<file path="src/rtl/uvmt_reset_st_rst_seq_pkg.sv">
// Shared types and limits for the reset-VIP self-test reset sequencer.
package uvmt_reset_st_rst_seq_pkg;

  typedef enum logic [1:0] {IDLE, ASSERT, RELEASE, DONE} rst_seq_state_t;

  localparam int unsigned MAX_DOMAINS = 16;

endpackage

</file>
<file path="src/rtl/uvmt_reset_st_rst_seq_cnt.sv">
// Non-wrapping down-counter with load, decrement and zero flag; used for hold and stagger gaps.
module uvmt_reset_st_rst_seq_cnt #(
  parameter int unsigned CntW = 16
) (
  input  logic            clk_i,
  input  logic            rst_ni,
  input  logic            load_i,
  input  logic [CntW-1:0] load_val_i,
  input  logic            dec_i,
  output logic            zero_o
);

  logic [CntW-1:0] cnt_d, cnt_q;

  always_comb begin
    cnt_d = cnt_q;
    if (load_i) begin
      cnt_d = load_val_i;
    end else if (dec_i && (cnt_q != '0)) begin
      cnt_d = cnt_q - CntW'(1);
    end
  end

  always_ff @(posedge clk_i) begin
    if (!rst_ni) begin
      cnt_q <= '0;
    end else begin
      cnt_q <= cnt_d;
    end
  end

  assign zero_o = (cnt_q == '0);

endmodule

</file>
<file path="src/rtl/uvmt_reset_st_rst_seq_ctrl.sv">
// Reset sequencer: holds all domains in reset, then releases them in index order with a stagger.
// Optional statistics counters are enabled by UVMT_RESET_ST_RST_SEQ_CTRL_STATS_EN.
module uvmt_reset_st_rst_seq_ctrl
  import uvmt_reset_st_rst_seq_pkg::*;
#(
  parameter int unsigned NUM_DOMAINS = 4,
  parameter int unsigned CNT_W       = 16
) (
  input  logic                   clk,
  input  logic                   reset_n,
  input  logic                   start_req,
  output logic                   start_ready,
  input  logic [CNT_W-1:0]       assert_cycles,
  input  logic [CNT_W-1:0]       stagger_cycles,
  input  logic                   abort,
  output logic [NUM_DOMAINS-1:0] rst_n_out,
  output logic                   busy,
  output logic                   done
`ifdef UVMT_RESET_ST_RST_SEQ_CTRL_STATS_EN
  ,
  output logic [7:0]             seq_count,
  output logic [7:0]             abort_count
`endif
);

  localparam int unsigned IdxW = (NUM_DOMAINS > 1) ? $clog2(NUM_DOMAINS) : 1;

  if ((NUM_DOMAINS < 1) || (NUM_DOMAINS > MAX_DOMAINS)) begin : g_bad_cfg
    $error("NUM_DOMAINS out of range");
  end

  rst_seq_state_t         state_d, state_q;
  logic [NUM_DOMAINS-1:0] rst_d, rst_q;
  logic [IdxW-1:0]        idx_d, idx_q;
  logic [CNT_W-1:0]       stag_d, stag_q;
  logic                   busy_d, busy_q;
  logic                   done_d, done_q;

  logic             hold_load, hold_dec, hold_zero;
  logic [CNT_W-1:0] hold_val;
  logic             gap_load, gap_dec, gap_zero;
  logic [CNT_W-1:0] gap_val;

  always_comb begin
    state_d   = state_q;
    rst_d     = rst_q;
    idx_d     = idx_q;
    stag_d    = stag_q;
    hold_load = 1'b0;
    hold_dec  = 1'b0;
    // A hold length of 0 behaves as 1, so both load a count of 0.
    hold_val  = (assert_cycles == '0) ? '0 : (assert_cycles - CNT_W'(1));
    gap_load  = 1'b0;
    gap_dec   = 1'b0;
    gap_val   = stag_q - CNT_W'(1);

    unique case (state_q)
      IDLE: begin
        if (start_req) begin
          state_d   = ASSERT;
          rst_d     = '0;
          idx_d     = '0;
          stag_d    = stagger_cycles;
          hold_load = 1'b1;
        end
      end
      ASSERT: begin
        if (abort) begin
          state_d = IDLE;
          rst_d   = '0;
        end else if (hold_zero) begin
          state_d = RELEASE;
          if (stag_q == '0) begin
            rst_d = '1;
          end else begin
            rst_d[0] = 1'b1;
            idx_d    = IdxW'(1);
            gap_load = 1'b1;
          end
        end else begin
          hold_dec = 1'b1;
        end
      end
      RELEASE: begin
        if (abort) begin
          state_d = IDLE;
          rst_d   = '0;
        end else if (rst_q[NUM_DOMAINS-1]) begin
          state_d = DONE;
        end else if (gap_zero) begin
          rst_d[idx_q] = 1'b1;
          idx_d        = idx_q + IdxW'(1);
          gap_load     = 1'b1;
        end else begin
          gap_dec = 1'b1;
        end
      end
      DONE:    state_d = IDLE;
      default: state_d = IDLE;
    endcase

    busy_d = (state_d == ASSERT) || (state_d == RELEASE);
    done_d = (state_q == RELEASE) && (state_d == DONE);
  end

  always_ff @(posedge clk) begin
    if (!reset_n) begin
      state_q <= IDLE;
      rst_q   <= '0;
      idx_q   <= '0;
      stag_q  <= '0;
      busy_q  <= 1'b0;
      done_q  <= 1'b0;
    end else begin
      state_q <= state_d;
      rst_q   <= rst_d;
      idx_q   <= idx_d;
      stag_q  <= stag_d;
      busy_q  <= busy_d;
      done_q  <= done_d;
    end
  end

  uvmt_reset_st_rst_seq_cnt #(
    .CntW (CNT_W)
  ) u_hold_cnt (
    .clk_i      (clk),
    .rst_ni     (reset_n),
    .load_i     (hold_load),
    .load_val_i (hold_val),
    .dec_i      (hold_dec),
    .zero_o     (hold_zero)
  );

  uvmt_reset_st_rst_seq_cnt #(
    .CntW (CNT_W)
  ) u_gap_cnt (
    .clk_i      (clk),
    .rst_ni     (reset_n),
    .load_i     (gap_load),
    .load_val_i (gap_val),
    .dec_i      (gap_dec),
    .zero_o     (gap_zero)
  );

  assign start_ready = (state_q == IDLE);
  assign rst_n_out   = rst_q;
  assign busy        = busy_q;
  assign done        = done_q;

`ifdef UVMT_RESET_ST_RST_SEQ_CTRL_STATS_EN
  logic [7:0] seq_cnt_q, abort_cnt_q;
  logic       abort_eff;

  assign abort_eff = abort && ((state_q == ASSERT) || (state_q == RELEASE));

  always_ff @(posedge clk) begin
    if (!reset_n) begin
      seq_cnt_q   <= '0;
      abort_cnt_q <= '0;
    end else begin
      if (done_d && (seq_cnt_q != 8'hFF)) begin
        seq_cnt_q <= seq_cnt_q + 8'd1;
      end
      if (abort_eff && (abort_cnt_q != 8'hFF)) begin
        abort_cnt_q <= abort_cnt_q + 8'd1;
      end
    end
  end

  assign seq_count   = seq_cnt_q;
  assign abort_count = abort_cnt_q;
`endif

endmodule

</file>
<file path="config.mk">
export PLATFORM = sky130hd
export DESIGN_NAME = uvmt_reset_st_rst_seq_ctrl
export DESIGN_NICKNAME = d
export VERILOG_FILES = /design/src/rtl/uvmt_reset_st_rst_seq_pkg.sv /design/src/rtl/uvmt_reset_st_rst_seq_cnt.sv /design/src/rtl/uvmt_reset_st_rst_seq_ctrl.sv
export SDC_FILE = /design/constraint.sdc
export NUM_CORES = 1
export LEC_CHECK = 0
export BUFFER_PORTS_ARGS = -buffer_cell sky130_fd_sc_hd__buf_4
export CAP_MARGIN = 5
export CORE_UTILIZATION = 55
export CTS_BUF_LIST = sky130_fd_sc_hd__clkbuf_4
export DETAILED_ROUTE_END_ITERATION = 10
export PLACE_DENSITY = 0.83
export SETUP_SLACK_MARGIN = 0.1
export SLEW_MARGIN = 20
export SYNTH_ARGS = -nofsm -noshare
export SYNTH_HDL_FRONTEND = slang
export SYNTH_SLANG_ARGS = --single-unit
export TNS_END_PERCENT = 30
</file>
<file path="constraint.sdc">
create_clock -name clk -period 5.1 [get_ports clk]
set_input_delay 0.255 -clock clk [delete_from_list [all_inputs] [get_ports clk]]
set_output_delay 0.255 -clock clk [all_outputs]
set_load 0.02 [all_outputs]
</file>
==> flow_metrics.tcl <==
set metrics [dict create \
    synth_cell_types 60 \
    track_usage_pct 28.0 \
    post_cts_resized 0 \
    critPathCaptureType "register" \
    diodes 0 \
    avgSynthCellArea_um2 7.97 \
    die_h_um 85.6 \
    finalInstanceArea_um2 4370 \
    clk_pin_slew_ns 0.12 \
    drc 0 \
    num_rows 30 \
    drv_slew 0 \
    multi_input_area_um2 2540 \
    layout_commonest_cell "dfxtp_1" \
    routabilityCongestion 0.895 \
    placed_area_um2 4200 \
    num-nets-final 565 \
    hpwlAfterDp_um 7190 \
    finClkSkew_ns 0.0129 \
    htree_levels 3 \
    synthCells 482 \
    grt_first_pass_wirelength_um 16500 \
    netlist_area_um2 3840 \
    syn_nets 531 \
    fill_cells 600 \
    grt_pass1_vias 3489 \
    layout.cells.non_filler 601 \
    rsz0062_at_grt "no" \
    cts_buffer_depth 2 \
    drive_above_1_share_pct 15.0 \
    arrival_ns 4.56 \
    wl_um 9870 \
    start_util_pct 56.9 \
    synth_top_flop_cell "dfxtp_1" \
    clkLatencyLatePin_ns 0.41 \
    p_per_area_nw_per_um2 317 \
    fin_crit_ns 4.24 \
    clkSinkCount 58 \
    die-area_um2 7320 \
    syn_to_final_growth_pct 13.7 \
    finalHoldViolations 0 \
    grt-ovfl-total 0 \
    fmax_mhz 236 \
    antenna_left 0 \
    maxCapViolCount 0 \
    ys_ff_latch 58 \
    cp.required_ns 5.42 \
    dpl.cell_count 585 \
    peakVddDrop_uv 170 \
    dr.pass1.iters 5 \
    fp.dieW_um 85.6 \
    cts_setup_buffers 0 \
    min_period_over_period_pct 83.1 \
    critPathMaxFanout 13 \
    ys_seq_area_share_pct 30.2 \
    startpoint_type "register" \
    antenna_found_initial 0 \
    io_pins 43 \
    yosys_warnings 0 \
    grt_max_degree 37 \
    setup_tns_ns 0 \
    layout_common_cells "dfxtp_1, nand2_1, buf_4" \
    synth_edf_count 0 \
    core_um2 6760 \
    cts_buffers 9 \
    hold_buffers 0 \
    p_leak_nw 1.68 \
    cts_tree "built" \
    viasPerCell 6.45 \
    ff_latch_area_um2 1160 \
    num_vias 3876 \
    path_class "reg2reg" \
    postSynth.asyncResetShare_pct 0 \
    finalSetupViolCount 0 \
    drt_iter0_drc 226 \
    cts-root-buf "clkbuf_4" \
    tightest_slew_ns 0.946 \
    outcome "complete, no violations" \
    wire_per_inst_um 16.4 \
    relSlewSlack_pct 36.4 \
    hold_class "in2reg" \
    portBuffers 42 \
]
==> registers in the layout, indices dropped and copies added, names as in the netlist <==
signal,cells
stag_q,16
u_gap_cnt.cnt_q,16
u_hold_cnt.cnt_q,16
rst_n_out,4
idx_q,2
state_q,2
busy,1
done,1
==> cells by family after synthesis <==
logic type	count (synthesis)	synth area share (%)
flip-flops	58	30.2
AO/OA/AOI/OAI	136	26.2
adder cells (fa/ha/maj)	13	4.23
XOR/XNOR	31	7.07
AND/OR/NAND/NOR	208	28.5
buffers and inverters	35	3.55
multiplexers	1	0.261
==> final cells by class <==
type / instances / area share [%]
multi-input cells: 389 / 58.2
flip-flops and latches: 58 / 26.6
repair buffers: 47 / 8.07
clock inverters: 7 / 2.35
well taps: 80 / 2.29
clock buffers: 9 / 1.55
inverters: 11 / 0.945
==> report_power, final <==
group / switching [W] / internal, W / total [W] / leakage (nW)
sequential: 0.0000461 / 0.000491 / 0.000537 / 0.473
combinational: 0.000262 / 0.000182 / 0.000444 / 1.12
clock: 0.000200 / 0.000203 / 0.000402 / 0.0867
==> cell usage after synthesis (all sizes together), types with 5 or more instances <==
master	instances	area share, %
or3	10	1.8
nor3	21	3.0
a21oi	32	4.2
nor4	19	3.1
nor2	40	3.9
nand3	12	1.6
o32a	6	1.6
ha	13	4.2
o31ai	11	2.1
or4	14	2.7
nand2	49	4.8
o21ai	10	1.3
o31a	6	1.4
o221a	5	1.5
nand2b	8	1.3
dfxtp	58	30
inv	10	0.98
buf	5	0.62
xnor2	19	4.3
and3	10	1.6
xor2	12	2.7
and2	6	0.98
clkbuf	19	1.9
nand4	5	0.81
a211oi	26	5.1
==> worst paths after layout <==
kind | startpoint | end | slack, ns | cells after the start
setup reg to reg | u_hold_cnt.cnt_q[0] | u_gap_cnt.cnt_q[4] | 0.86 | 12
hold / removal | stagger_cycles[5] | stag_q[5] | 0.07 | 3
hold reg to reg | stag_q[15] | stag_q[15] | 0.50 | 2
setup / recovery | u_hold_cnt.cnt_q[0] | u_gap_cnt.cnt_q[4] | 0.86 | 12
==> routing by layer <==
metal,GRT usage (%),vias up,routed length [µm]
met5,0,-,0
met3,6.54,21,589
met2,47.0,141,4630
met1,35.7,1806,4470
li1,-,1908,-
met4,8.64,0,174
==> critical path, cell delays in order, from the launching register on <==
cell	delay, ns
dfxtp_1	0.36
inv_1	0.10
ha_1	0.15
nor4b_1	0.36
nand4_1	0.27
a211oi_1	0.76
nor2_1	0.42
a21oi_1	0.28
ha_1	0.34
nand2_1	0.20
a21o_1	0.24
or4_1	0.41
a311oi_1	0.26
==> per-stage QoR <==
step	hold WS [ns]	worst slack, ns	power [W]	utilization (%)
final	0.0701	0.862	0.00138	64.7
after global routing	0.0541	0.517	0.00146	64.7
after CTS	0.0610	0.945	0.00138	64.7
after detailed placement	0.476	0.969	0.000980	62.2
after global placement	0.463	1.13	0.000968	62.2
after floorplan	0.391	1.51	0.000861	-
Note: power is estimated with default switching activity, not from simulation.
